## config.mk

```make
export PLATFORM = sky130hd
export DESIGN_NAME = ppu_pix_mixer
export DESIGN_NICKNAME = d
export VERILOG_FILES = /design/src/rtl/ppu_pix_mixer.sv
export SDC_FILE = /design/constraint.sdc
export NUM_CORES = 1
export LEC_CHECK = 0
export CORE_ASPECT_RATIO = 2
export CORE_UTILIZATION = 55
export DETAILED_ROUTE_END_ITERATION = 8
export GPL_TIMING_DRIVEN = 0
export PLACE_DENSITY_LB_ADDON = 0.08
export SETUP_SLACK_MARGIN = 0.02
export SYNTH_ARGS = -nofsm -noshare
export SYNTH_HDL_FRONTEND = slang
export SYNTH_SLANG_ARGS = --single-unit
export TNS_END_PERCENT = 50
```

## constraint.sdc

```tcl
create_clock -name clk_in -period 3.1 [get_ports clk_in]
set_clock_uncertainty 0.05 [all_clocks]
set_input_delay 0.465 -clock clk_in [delete_from_list [all_inputs] [get_ports clk_in]]
set_output_delay 0.465 -clock clk_in [all_outputs]
set_load 0.03 [all_outputs]
```

## src/rtl/ppu_pix_mixer.sv

```systemverilog
// ppu_pix_mixer: per-pixel background/sprite mixer with mirrored palette RAM.
// A two-stage pipeline resolves layer visibility and priority, then looks the
// winning index up in palette RAM. The block also owns the CPU palette port,
// the sticky sprite-0 hit flag and greyscale masking.
module ppu_pix_mixer #(
    parameter int unsigned        IDX_W     = 4,
    parameter int unsigned        COLOR_W   = 6,
    parameter int unsigned        X_W       = 10,
    parameter int unsigned        CLIP_PIX  = 8,
    parameter int unsigned        LAST_X    = 255,
    parameter logic [COLOR_W-1:0] GREY_MASK = COLOR_W'(6'h30)
) (
    input  logic               clk_in,
    input  logic               rst_in,
    input  logic               pix_pulse_in,
    input  logic [X_W-1:0]     nes_x_in,
    input  logic               frame_start_in,
    input  logic [IDX_W-1:0]   bg_idx_in,
    input  logic [IDX_W-1:0]   spr_idx_in,
    input  logic               spr_pri_in,
    input  logic               spr_zero_in,
    input  logic               bg_en_in,
    input  logic               spr_en_in,
    input  logic               bg_clip_in,
    input  logic               spr_clip_in,
    input  logic               grey_in,
    input  logic [IDX_W:0]     pram_a_in,
    input  logic [COLOR_W-1:0] pram_d_in,
    input  logic               pram_wr_in,
    output logic [COLOR_W-1:0] pram_d_out,
    output logic [COLOR_W-1:0] color_out,
    output logic               color_vld_out,
    output logic               spr0_hit_out
);

    localparam int unsigned A_W   = IDX_W + 1;
    localparam int unsigned DEPTH = 2 ** A_W;

    // Entry 0 of every sprite sub-palette aliases the matching background entry.
    function automatic logic [A_W-1:0] mirror(input logic [A_W-1:0] a);
        logic [A_W-1:0] m;
        m = a;
        if (a[1:0] == 2'b00) begin
            m[IDX_W] = 1'b0;
        end
        return m;
    endfunction

    logic [COLOR_W-1:0] pram [DEPTH];

    logic               clip_c;
    logic               bg_op_c;
    logic               spr_op_c;
    logic               hit_c;
    logic [A_W-1:0]     sel_addr_c;
    logic [COLOR_W-1:0] lookup_c;

    logic               s1_vld;
    logic [A_W-1:0]     s1_addr;

    // Stage-1 decode: layer visibility, priority resolution and hit detection.
    always_comb begin
        clip_c     = (nes_x_in < X_W'(CLIP_PIX));
        bg_op_c    = bg_en_in & ~(bg_clip_in & clip_c) & (|bg_idx_in[1:0]);
        spr_op_c   = spr_en_in & ~(spr_clip_in & clip_c) & (|spr_idx_in[1:0]);
        sel_addr_c = '0;
        if (spr_op_c & (~spr_pri_in | ~bg_op_c)) begin
            sel_addr_c = {1'b1, spr_idx_in};
        end else if (bg_op_c) begin
            sel_addr_c = {1'b0, bg_idx_in};
        end
        hit_c = pix_pulse_in & spr_zero_in & spr_op_c & bg_op_c
              & (nes_x_in != X_W'(LAST_X));
    end

    // Stage-1 register: palette address of the winning layer.
    always_ff @(posedge clk_in) begin
        if (rst_in) begin
            s1_vld  <= 1'b0;
            s1_addr <= '0;
        end else begin
            s1_vld <= pix_pulse_in;
            if (pix_pulse_in) begin
                s1_addr <= sel_addr_c;
            end
        end
    end

    // Sticky sprite-0 hit; a frame start takes precedence over a new hit.
    always_ff @(posedge clk_in) begin
        if (rst_in) begin
            spr0_hit_out <= 1'b0;
        end else if (frame_start_in) begin
            spr0_hit_out <= 1'b0;
        end else if (hit_c) begin
            spr0_hit_out <= 1'b1;
        end
    end

    // CPU palette port: registered read-before-write through the mirror map.
    always_ff @(posedge clk_in) begin
        if (rst_in) begin
            for (int unsigned i = 0; i < DEPTH; i++) begin
                pram[i] <= '0;
            end
            pram_d_out <= '0;
        end else begin
            pram_d_out <= pram[mirror(pram_a_in)];
            if (pram_wr_in) begin
                pram[mirror(pram_a_in)] <= pram_d_in;
            end
        end
    end

    // Stage-2 palette lookup sees the array contents before any same-cycle write.
    always_comb begin
        lookup_c = pram[mirror(s1_addr)];
    end

    // Stage-2 register: colour output with optional greyscale masking.
    always_ff @(posedge clk_in) begin
        if (rst_in) begin
            color_out     <= '0;
            color_vld_out <= 1'b0;
        end else begin
            color_vld_out <= s1_vld;
            if (s1_vld) begin
                color_out <= grey_in ? (lookup_c & GREY_MASK) : lookup_c;
            end
        end
    end

endmodule
```

# Word level (Yosys, flattened, before mapping)

Memories as Yosys holds them, arrays and structs flattened. A register that Yosys moved wholly into a read port is not among the register bits.
Index checks and enable logic that the tools add are counted.

Bits in registers: 14
Word-level logic and storage cells: 46
Memories kept: 1
Bits in writable memories: 192
Input bits: 41
Latch bits: 0
Output and inout bits: 14
Bits in read-only memories: 0

Memory list:

| name | depth | width | rd ports | clocked after Yosys merged registers in | write ports | line | source |
|---|---|---|---|---|---|---|---|
| pram | 32    | 6     | 2        | 1                                       | 32          | 49   | `logic [COLOR_W-1:0] pram [DEPTH];` |

$mul: 0
Add/subtract/negate cells: 0
Reductions and logical operators: 6
Bitwise operators: 16
Order comparisons: 1
Shift operators: 0
Equality and inequality tests: 1
Muxes and demuxes: 16
Div/mod/pow operators: 0

Operators with widths:

| cell                                                                          | count |
|---|---|
| 1-bit AND                                                                     | 11 |
| 1-bit two-way mux                                                             | 11 |
| 10-bit by 4-bit less-than comparator with 1-bit output, second input constant | 1 |
| 5-bit two-way mux                                                             | 2 |
| 10-bit by 8-bit != test with 1-bit output, second input constant              | 1 |
| 4-bit two-way mux                                                             | 2 |
| 6-bit two-way mux                                                             | 1 |
| 2-bit OR reduction                                                            | 3 |
| 6-bit OR reduction                                                            | 1 |
| 2-bit zero test                                                               | 2 |
| 1-bit NOT                                                                     | 4 |
| 1-bit bitwise OR                                                              | 1 |

# Depth between registers and ports, before layout

Depth in word-level cells: 9
Mapped depth: 8
Mapped depth without buffers: 5

# Worst setup path before layout

No wires, ideal clock.

Path type: input to register
Start point: input port pram_a_in[1]
End point: memory pram[4][0], enable pin
Slack: 0.982 ns
Library setup time: 0.303 ns
Arrival: 1.765 ns
Path buffers: 3
Stages: 6
Data required time: 2.747 ns
Cells stage by stage: buf_4 buf_4 buf_2 or3_1 nor2_1 or2_2

RTL lines:

| item               | line | source |
|---|---|---|
| start: declaration | 27   | `input logic [IDX_W:0] pram_a_in,` |
| end: declaration   | 49   |  |

==> results_dict.tcl <==
set metrics [dict create \
    run_status "complete, no violations" \
    dieWidth_um 101 \
    p_leak_uw 0.00427 \
    final_common_cell "edfxtp_1" \
    yosysSeqAreaShare 0.548 \
    cts_buffers 19 \
    dp.final_hpwl_um 27000 \
    ir_worst_vdd_mv 0.555 \
    synth-adder-area-share 0 \
    rsz0062_at_grt "false" \
    vias 7591 \
    critPathRequiredTime_ns 3.25 \
    cap_violations 0 \
    synth_top_area_share 0.511 \
    synth-async-reset-ratio 0 \
    overflow 0 \
    min-delay-start "color_out[2]" \
    diodes 0 \
    synth-edff-count 185 \
    synth_area_um2 10900 \
    die_h_um 201 \
    clk_latency_ns 0.50 \
    synthSimpleGateAreaFrac 0.173 \
    synthMuxAreaShare 0.163 \
    final_cell_mix "edfxtp_1 (185), and2_1 (170), mux4_2 (53)" \
    avgViaCountPerCell 6.43 \
    path_max_fanout 10 \
    post_dp_cell_area_um2 11800 \
    synth_compound_area_frac 0.0781 \
    drive_above_1_share 0.189 \
    cp_slowest_cell "nor3_1" \
    ys.warnings.count 0 \
    cts_buffer_depth 3 \
    cp_cell_sequence "buf_4 -> buf_4 -> buf_2 -> nand3_1 -> nor3_1 -> or2_2" \
    drc 0 \
    critical_path_buf_inv_count 3 \
    slew_viol_final 0 \
    setup_ws_ns 0.277 \
    stdcell_area_um2 12400 \
    worst_pin_slew_ns 0.860 \
    fin_cells 1181 \
    n_fill_cell 1476 \
    cts_setup_buffers 0 \
    cts_tree "built" \
    clk_pin_slew_worst_paths_ns 0.07 \
    ctsResizeCount 0 \
    synth_top_area_cell "edfxtp_1" \
    path_delay_family "simple AND/OR/NAND/NOR gates" \
    place_congestion 0.997 \
    wirelength_um 34700 \
    antenna_found_initial 0 \
    fin_crit_sh 0.911 \
    synth_seq_cells 205 \
    synth_area_leaders "edfxtp_1 (51%), mux4_2 (11%), and2_1 (9.8%)" \
    nets 951 \
    cts_sinks 205 \
    fp-row-count 72 \
    die-area_um2 20400 \
    drt-wirelength-per-cell_um 29.4 \
    port-buffer-count 50 \
    cp.arrival_ns 2.97 \
    timing.rr.start "s1_addr[0]" \
    slowest_delay_ns 0.75 \
    synth_cell_types 55 \
    hold_path.class "reg -> reg" \
    power-per-cell-area_nw_per_um2 524 \
    pre_cts_slack_ns -0.153 \
    ctsHoldBuffers 0 \
    max_freq_mhz 354 \
    start_kind "input pin" \
    syn_avg_cell_area_um2 13.2 \
    ys.flop_type "edfxtp_1" \
    crit_path_start "pram_a_in[1]" \
    cpMostUsedCell "buf_4" \
    first_global_vias 7903 \
    syn2layout_area_growth_pct 13.7 \
    dp_cells 1148 \
    synth_xor_area_frac 0 \
    htreeDepth 1 \
    grt_pass1_wl_um 50000 \
    grt_max_degree 17 \
    io_pins 55 \
    track_usage 0.352 \
    first_pass_iters 5 \
    initial_utilization 0.561 \
    syn_inst 823 \
    coreArea_um2 19400 \
    ant_nets 0 \
    period_minus_slack_ns 2.82 \
    synth_top_family_by_area "simple AND/OR/NAND/NOR gates" \
    max_slew_margin 0.427 \
    hold_viol 0 \
    setup_viol 0 \
    drt_iter0_markers 607 \
    root_buffer "clkbuf_16" \
    worstSetupPathType "in -> reg" \
    critical_path.endpoint_type "register" \
]
## power breakdown
part | internal, µW | leakage, µW | total, µW | switching [µW]
sequential | 3170 | 0.00193 | 3270 | 103
combinational | 368 | 0.00205 | 889 | 521
clock | 1300 | 0.000291 | 2320 | 1020
## metal layers
| metal | part of all wire | GRT usage |
|---|---|---|
| met1 | 0.32 | 0.368 |
| met2 | 0.52 | 0.615 |
| met4 | 0.095 | 0.280 |
| met5 | 0 | 0 |
| met3 | 0.064 | 0.0508 |
## registers in the layout, indices dropped and copies added (netlist names)
signal         flops
pram             185
color_out          6
pram_d_out         6
s1_addr            5
color_vld_out      1
s1_vld             1
spr0_hit_out       1
## tightest hold or removal path, cell delays in order (launching register included)
cell and delay, ns:
dfxtp_1 0.31, nand2_1 0.05, o21ai_1 0.05
## final timing paths
kind / endpoint / cells past startpoint / slack, ns
setup reg to reg: color_out[2] / 5 / 0.72
hold reg to reg: color_out[2] / 2 / 0.42
setup / recovery: pram[19][1] / 6 / 0.28
hold / removal: color_out[2] / 2 / 0.42
## through the flow
step           power, µW  utilization  TNS [ns]  hold WS [ns]
6_report            6480        0.638         0         0.417
5_1_grt             6630        0.638         0         0.444
4_1_cts             6460        0.638         0         0.422
3_5_place_dp        4200        0.607     -1.76         0.398
3_3_place_gp        4180        0.607     -1.07         0.397
2_1_floorplan       3810            -         0         0.422
## cell families after synthesis
kind of cell	count (synthesis)
simple gates	336
flops	205
compound gates	111
mux	95
buf+inv	75
other cells	1
## final cells by class
type	count	area, µm²	area share
timing repair buffer	50	500	0.0405
buffer	63	360	0.0292
sequential	205	5960	0.482
clock buffer	20	479	0.0388
tap	259	324	0.0262
clock inverter	13	125	0.0101
multi-input combinational	559	4570	0.370
inverter	12	45.0	0.00364
## synth_stat cells (all sizes together) (5+ instances only)
master   instances
nor2            36
a211o            6
o21ai            7
dfxtp           20
buf             34
o2bb2ai          5
a221oi          14
nor2b            7
edfxtp         185
inv             12
or2             28
nand4            6
mux4            61
mux2i            9
and2           170
nor3            14
nand3           19
a22oi           14
a211oi           9
mux2            25
nand2           41
a21oi           17
o311ai           5
a2111oi          7
clkbuf          29
a31oi            5
No activity file was read; power rests on OpenSTA's default activity.
